--- src/rtl/pe_pkg.sv ---
// Shared constants and FSM encoding for the systolic MAC processing element.
package pe_pkg;

  localparam int DATA_W = 16;
  localparam int PROD_W = 32;

  typedef enum logic {
    IDLE  = 1'b0,
    ACCUM = 1'b1
  } pe_state_e;

endpackage

--- src/rtl/systolic_mac_pe_mult.sv ---
// 16x16 unsigned multiplier used between the pass-through and product stages.
module WT_Multiplier16x16
  import pe_pkg::*;
(
  output logic [PROD_W-1:0] product,
  input  logic [DATA_W-1:0] a,
  input  logic [DATA_W-1:0] b
);

  assign product = PROD_W'(a) * PROD_W'(b);

endmodule

--- src/rtl/systolic_mac_pe.sv ---
// Systolic-array MAC element: forwards operands east/south, accumulates K_LEN valid
// products and presents each completed dot product through a ready/valid result port.
module systolic_mac_pe
  import pe_pkg::*;
#(
  parameter int K_LEN = 16,
  parameter int ACC_W = 36
) (
  input  logic              clk,
  input  logic              rst_n,
  input  logic [DATA_W-1:0] a_in,
  input  logic [DATA_W-1:0] b_in,
  input  logic              valid_in,
  input  logic              clr,
  output logic [DATA_W-1:0] a_out,
  output logic [DATA_W-1:0] b_out,
  output logic              valid_out,
  output logic [ACC_W-1:0]  result,
  output logic              result_valid,
  input  logic              result_ready,
  output logic              ovr_err
);

  localparam int CNT_W = (K_LEN > 1) ? $clog2(K_LEN) : 1;
  localparam logic [CNT_W-1:0] CNT_LAST = CNT_W'(K_LEN - 1);

  if (K_LEN < 1 || K_LEN > 256) begin : g_bad_k_len
    $error("systolic_mac_pe: K_LEN must be in 1..256");
  end
  if (ACC_W < PROD_W + $clog2(K_LEN)) begin : g_bad_acc_w
    $error("systolic_mac_pe: ACC_W too narrow for K_LEN full-scale products");
  end

  logic [DATA_W-1:0] a_out_q, a_out_d, b_out_q, b_out_d;
  logic              valid_out_q, valid_out_d;
  logic [PROD_W-1:0] prod_q, prod_d, mult_product;
  logic              prod_v_q, prod_v_d;
  logic [ACC_W-1:0]  acc_q, acc_d, acc_base, acc_sum;
  logic [CNT_W-1:0]  cnt_q, cnt_d;
  pe_state_e         state_q, state_d;
  logic [ACC_W-1:0]  result_q, result_d;
  logic              result_valid_q, result_valid_d;
  logic              ovr_err_q, ovr_err_d;

  WT_Multiplier16x16 u_mult (
    .product (mult_product),
    .a       (a_out_q),
    .b       (b_out_q)
  );

  // IDLE always means an empty accumulator, so the first product starts from zero.
  assign acc_base = (state_q == IDLE) ? '0 : acc_q;
  assign acc_sum  = acc_base + ACC_W'(prod_q);

  always_comb begin
    a_out_d        = a_in;
    b_out_d        = b_in;
    valid_out_d    = valid_in;
    prod_d         = mult_product;
    prod_v_d       = valid_out_q && !clr;
    acc_d          = acc_q;
    cnt_d          = cnt_q;
    state_d        = state_q;
    result_d       = result_q;
    result_valid_d = result_valid_q;
    ovr_err_d      = ovr_err_q;

    if (result_valid_q && result_ready) begin
      result_valid_d = 1'b0;
    end

    // clr drops the stage-3 product and any partial sum; the result port is untouched.
    if (clr) begin
      acc_d     = '0;
      cnt_d     = '0;
      state_d   = IDLE;
      ovr_err_d = 1'b0;
    end else if (prod_v_q) begin
      if (cnt_q == CNT_LAST) begin
        result_d       = acc_sum;
        result_valid_d = 1'b1;
        if (result_valid_q && !result_ready) begin
          ovr_err_d = 1'b1;
        end
        acc_d   = '0;
        cnt_d   = '0;
        state_d = IDLE;
      end else begin
        acc_d   = acc_sum;
        cnt_d   = cnt_q + CNT_W'(1);
        state_d = ACCUM;
      end
    end
  end

  always_ff @(posedge clk) begin
    if (!rst_n) begin
      a_out_q        <= '0;
      b_out_q        <= '0;
      valid_out_q    <= 1'b0;
      prod_q         <= '0;
      prod_v_q       <= 1'b0;
      acc_q          <= '0;
      cnt_q          <= '0;
      state_q        <= IDLE;
      result_q       <= '0;
      result_valid_q <= 1'b0;
      ovr_err_q      <= 1'b0;
    end else begin
      a_out_q        <= a_out_d;
      b_out_q        <= b_out_d;
      valid_out_q    <= valid_out_d;
      prod_q         <= prod_d;
      prod_v_q       <= prod_v_d;
      acc_q          <= acc_d;
      cnt_q          <= cnt_d;
      state_q        <= state_d;
      result_q       <= result_d;
      result_valid_q <= result_valid_d;
      ovr_err_q      <= ovr_err_d;
    end
  end

  assign a_out        = a_out_q;
  assign b_out        = b_out_q;
  assign valid_out    = valid_out_q;
  assign result       = result_q;
  assign result_valid = result_valid_q;
  assign ovr_err      = ovr_err_q;

endmodule

--- config.mk ---
export PLATFORM = sky130hd
export DESIGN_NAME = systolic_mac_pe
export DESIGN_NICKNAME = d
export VERILOG_FILES = /design/src/rtl/pe_pkg.sv /design/src/rtl/systolic_mac_pe_mult.sv /design/src/rtl/systolic_mac_pe.sv
export SDC_FILE = /design/constraint.sdc
export NUM_CORES = 1
export LEC_CHECK = 0
export BUFFER_PORTS_ARGS = -buffer_cell sky130_fd_sc_hd__buf_4
export CORE_AREA = 5 5 189 191
export DETAILED_ROUTE_END_ITERATION = 16
export DIE_AREA = 0 0 194 196
export PLACE_DENSITY = 0.69
export SYNTH_ARGS = -nofsm -noshare
export SYNTH_HDL_FRONTEND = slang
export SYNTH_SLANG_ARGS = --single-unit
--- constraint.sdc ---
create_clock -name clk -period 6.06 [get_ports clk]
set_input_delay 1.212 -clock clk [delete_from_list [all_inputs] [get_ports clk]]
set_output_delay 1.212 -clock clk [all_outputs]
set_load 0.03 [all_outputs]
==> run summary <==
When the netlist entered floorplanning its net count stood at 2076. The distinct cell type count after synthesis is 73. The number of buffers added by the clock tree synthesis step was 17. Walking the worst path, the cells encountered are buf_4 > and2_1 > fa_1 > inv_1 > fa_1 > fa_1 > fa_1 > inv_1 > fa_1 > inv_1 > fa_1 > inv_1 > ha_2 > a21oi_2 > o31ai_1 > a31oi_1 > o21ai_1 > a2111o_1 > a211oi_2 > o31ai_1 > xnor2_1 > nor2_1. The detailed router finished its first iteration with 672 violations. The static leakage is 8.294 nW, and the slack of the worst reg-to-reg path is 0.18 ns. In this run the vertical extent of the chip is 196 um.

Headroom to the max-slew limit came out at 33.39%. The highest-delay cell along the critical path is sky130_fd_sc_hd__fa_1. The number of buffer cells added on primary ports was 107.

The area growth from synthesis to layout is 15.92%. TritonCTS built the clock tree. Once the floorplan was initialized, standard cells occupied 43.96% of the core. The final-layout setup total negative slack is 0 ns.

Among all flip-flop cells after synthesis, the most frequent one is sky130_fd_sc_hd__dfxtp_1. For the number of synthesis warnings, the log shows 0. The final layout contains 2185 nets. At the pin with the least slew margin, the transition time is 0.9992 ns. The count of nets left with antenna violations once routing finished came out at 0.

The floorplan step set the die width to 194 um. For the maximum clock skew at final layout, the log shows 0.01825 ns. For the total placed cells including tap cells, the log shows 2249. The netlist area before placement was 14920 um^2; the length in cells of the worst reg-to-reg path was 22.

Across every metal layer, demand over resource in global routing totals 19.46%. Of all nets on the critical path, the largest fanout is 7. The average instance in the mapped netlist occupies 8.742 um^2.

The H-tree generated during clock tree synthesis spans 4 levels. Entering global routing, the biggest net connects 59 pins. The die covers 38020 um^2.

The number of hold violations in the final report was 0. The initial antenna violation count was 0; the number of antenna diodes was 0. Dividing total power by cell area gives a power density of 205.2 nW/um^2.

The delay of the slowest critical-path stage is 0.54 ns. Row generation in the floorplan step produced 68 rows. The detailed-route vias per instance is 5.134. The tools report the count of TritonRoute iterations in the first routing pass as 5. I/O pin count: 108. The path with the worst hold slack has its endpoint at prod_v_q. Type of the worst setup path: flip-flop to flip-flop. After routing the design area is 17300 um^2. The number of global-route vias before repair was 12210; the aggregate routed wire length was 36.56 mm. The total overflow left after global routing is 0.

After clock tree synthesis, the clock-pin slew on the worst setup and hold paths is 0.07 ns. The worst setup path is captured at a flip-flop. The fraction of registers with async set/reset came out at 0%.

Along the worst hold path, the cell count comes to 2. The minimum period implied by the final worst setup slack was 5.878 ns. Beginning of the worst hold path: valid_out. The tools report the max-slew violation total from the final report as 0. The flow ran to the end, and the final reports show no timing, DRC or antenna violations. The final estimated routing congestion in global placement was 0.9030; the hold-fix buffer count after cts was 0. The tools report the utilization after layout as 50.96%. The achievable frequency is 0.1701 GHz, and the register bit total from synthesis is 145. The share of final-layout standard cells stronger than drive strength 1 was 14.65%; the maximum clock path buffer count was 2. The worst path meets setup with 0.1820 ns of slack.

The placed instances occupy a cell area of 16430 um^2. Among the stages of the critical path, the cell type that occurs most often is sky130_fd_sc_hd__fa_1. The later pin in the worst-skew pair is clocked with a latency of 0.44 ns.

The largest voltage drop on the vdd net was 223.2 uV; the proportion of synthesized chip area in sequential cells was 19.45%. The tools report the launching point of the worst reg2reg path as b_out[4]. STA classifies the critical path startpoint as a flip-flop. The number of remaining DRC errors is 0. Final clock period utilization by the worst path: 97.00%.

Synthesis produced a netlist whose cell count is 1707. For the total clock sinks, the log shows 145. The tool flagged a number of max-cap violations equal to 0. In this run the clock root is driven by a sky130_fd_sc_hd__clkbuf_16.

Setup violations remaining at the end of the flow were counted as 0. Counting the fill cells in the layout gives 3119. The endpoint identified for the worst register-to-register timing path is prod_q[30]. The post-detailed-route wirelength per cell was 16.01 um; the HPWL after detailed placement was 28.85 mm. The logs give 6.37 ns for the worst path required time and 61.79 mm for the first-pass GRT wire length.

The class of the most critical hold timing path is flip-flop to flip-flop. The standard cell core area is 33950 um^2, and the arrival time at the worst endpoint is 6.18 ns. For the via total after detailed routing, the log shows 11730. The post-placement setup slack was -0.2336 ns; the number of flops mapped to enable cells by yosys was 0.

The run gives 2284 as the non-filler instance count after layout.
[repair_timing]
item / 4_1_cts / 5_1_grt
resized for setup: 5 / 67
setup endpoints to repair: 10 / 11
pin swaps: 0 / 13
buffers inserted: 1 / 2
[worst max-delay path: cells and delay by family, from the launching register on]
kind                       cells  cell delay (ns)
and+or+nand+nor                2             0.21
AOI/OAI and AO/OA              7             1.35
DFF                            1             0.37
adders and majority gates      7             3.27
buffers and inverters          5             0.38
xor gates and xnor gates       1             0.18
[power by group]
group	switching, W	leakage [nW]	internal [W]	total [W]
sequential	0.0000560	1.19	0.00102	0.00107
combinational	0.000748	6.79	0.000562	0.00131
clock	0.000458	0.312	0.000711	0.00117
[flip-flops by register name, indices dropped and copies added (netlist names)]
name          flops
a_out            16
acc_q            36
b_out            16
cnt_q             4
ovr_err           1
prod_q           32
prod_v_q          1
result           36
result_valid      1
state_q           1
valid_out         1
[metrics by stage]
stage / hold slack, ns / total power, W
2_1_floorplan: 0.4407 / 0.001979
3_3_place_gp: 0.4305 / 0.002286
3_5_place_dp: 0.4271 / 0.002316
4_1_cts: 0.4405 / 0.003503
5_1_grt: 0.4566 / 0.003799
6_report: 0.4373 / 0.003550
[metal layers]
metal  global-route usage (%)  part of all wire [%]
met3                    3.950                   6.4
met5                        0                     0
met4                    3.333                   1.1
met1                    27.58                    47
met2                    31.51                    45
[kinds of logic after synthesis]
group                      count (synthesis)  share of synthesized area (%)
xor gates and xnor gates                  58                          3.404
adders and majority gates                332                          37.65
muxes                                      1                        0.06708
AOI/OAI and AO/OA                        260                          12.09
buffers and inverters                    323                          8.158
DFF                                      145                          19.45
and+or+nand+nor                          588                          19.18
[final cells by class]
class                           count  area (um^2)  share of cell area [%]
Clock buffer                       19        442.9                   2.560
Tap cell                          455        569.3                   3.291
Timing Repair Buffer              164         1231                   7.117
Sequential cell                   145         2972                   17.18
Clock inverter                     13        198.9                   1.150
Inverter                          249        934.6                   5.403
Multi-Input combinational cell   1239        10950                   63.30
[Yosys cell counts, types with 5 or more instances]
cell type / instances / share of area [%]
sky130_fd_sc_hd__dfxtp_1: 145 / 19
sky130_fd_sc_hd__o21a_1: 5 / 0.25
sky130_fd_sc_hd__a211oi_1: 8 / 0.40
sky130_fd_sc_hd__a22o_1: 17 / 1.0
sky130_fd_sc_hd__nand4_1: 8 / 0.34
sky130_fd_sc_hd__and3_1: 6 / 0.25
sky130_fd_sc_hd__fa_1: 195 / 26
sky130_fd_sc_hd__o21ai_0: 20 / 0.67
sky130_fd_sc_hd__nand3_1: 24 / 0.80
sky130_fd_sc_hd__clkbuf_1: 69 / 1.7
sky130_fd_sc_hd__ha_1: 137 / 11
sky130_fd_sc_hd__nand2_1: 231 / 5.8
sky130_fd_sc_hd__nor2b_1: 8 / 0.34
sky130_fd_sc_hd__a22oi_1: 13 / 0.65
sky130_fd_sc_hd__xnor2_1: 43 / 2.5
sky130_fd_sc_hd__nor3_1: 13 / 0.44
sky130_fd_sc_hd__nor2_1: 89 / 2.2
sky130_fd_sc_hd__o21bai_1: 11 / 0.55
sky130_fd_sc_hd__a31oi_1: 7 / 0.29
sky130_fd_sc_hd__o21ai_1: 13 / 0.44
sky130_fd_sc_hd__xor2_1: 15 / 0.88
sky130_fd_sc_hd__and4_1: 5 / 0.29
sky130_fd_sc_hd__inv_1: 248 / 6.2
sky130_fd_sc_hd__o31ai_1: 5 / 0.25
sky130_fd_sc_hd__and2_1: 185 / 7.8
sky130_fd_sc_hd__a21oi_1: 81 / 2.7
sky130_fd_sc_hd__a21o_1: 30 / 1.5
[worst max path at each step]
stage / start / endpoint / slack, ns / cells after the start
global placement: b_out[3] / prod_q[30] / -0.06 / 20
floorplan: b_out[3] / prod_q[17] / 0.01 / 20
finish: b_out[4] / prod_q[30] / 0.18 / 22
CTS: a_out[6] / prod_q[30] / 0.01 / 22
global route: b_out[4] / prod_q[30] / -0.02 / 22
detailed placement: b_out[3] / prod_q[30] / -0.23 / 20
[cells in the final DEF (no fill, tap or decap), types with 5 or more instances in the layout]
master / instances
sky130_fd_sc_hd__a211oi_1: 6
sky130_fd_sc_hd__a21o_1: 30
sky130_fd_sc_hd__a21oi_1: 75
sky130_fd_sc_hd__a21oi_2: 6
sky130_fd_sc_hd__a22o_1: 17
sky130_fd_sc_hd__a22oi_1: 13
sky130_fd_sc_hd__a31oi_1: 7
sky130_fd_sc_hd__and2_1: 185
sky130_fd_sc_hd__and3_1: 6
sky130_fd_sc_hd__and4_1: 5
sky130_fd_sc_hd__buf_4: 164
sky130_fd_sc_hd__clkbuf_16: 17
sky130_fd_sc_hd__dfxtp_1: 120
sky130_fd_sc_hd__dfxtp_2: 10
sky130_fd_sc_hd__dfxtp_4: 15
sky130_fd_sc_hd__fa_1: 190
sky130_fd_sc_hd__fa_2: 5
sky130_fd_sc_hd__ha_1: 129
sky130_fd_sc_hd__ha_4: 5
sky130_fd_sc_hd__inv_1: 246
sky130_fd_sc_hd__nand2_1: 231
sky130_fd_sc_hd__nand3_1: 24
sky130_fd_sc_hd__nand4_1: 8
sky130_fd_sc_hd__nor2_1: 89
sky130_fd_sc_hd__nor2b_1: 7
sky130_fd_sc_hd__nor3_1: 10
sky130_fd_sc_hd__o21a_1: 5
sky130_fd_sc_hd__o21ai_0: 19
sky130_fd_sc_hd__o21ai_1: 13
sky130_fd_sc_hd__o21bai_1: 11
sky130_fd_sc_hd__o31ai_1: 5
sky130_fd_sc_hd__xnor2_1: 43
sky130_fd_sc_hd__xor2_1: 15
No activity file was read; power rests on OpenSTA's default activity.
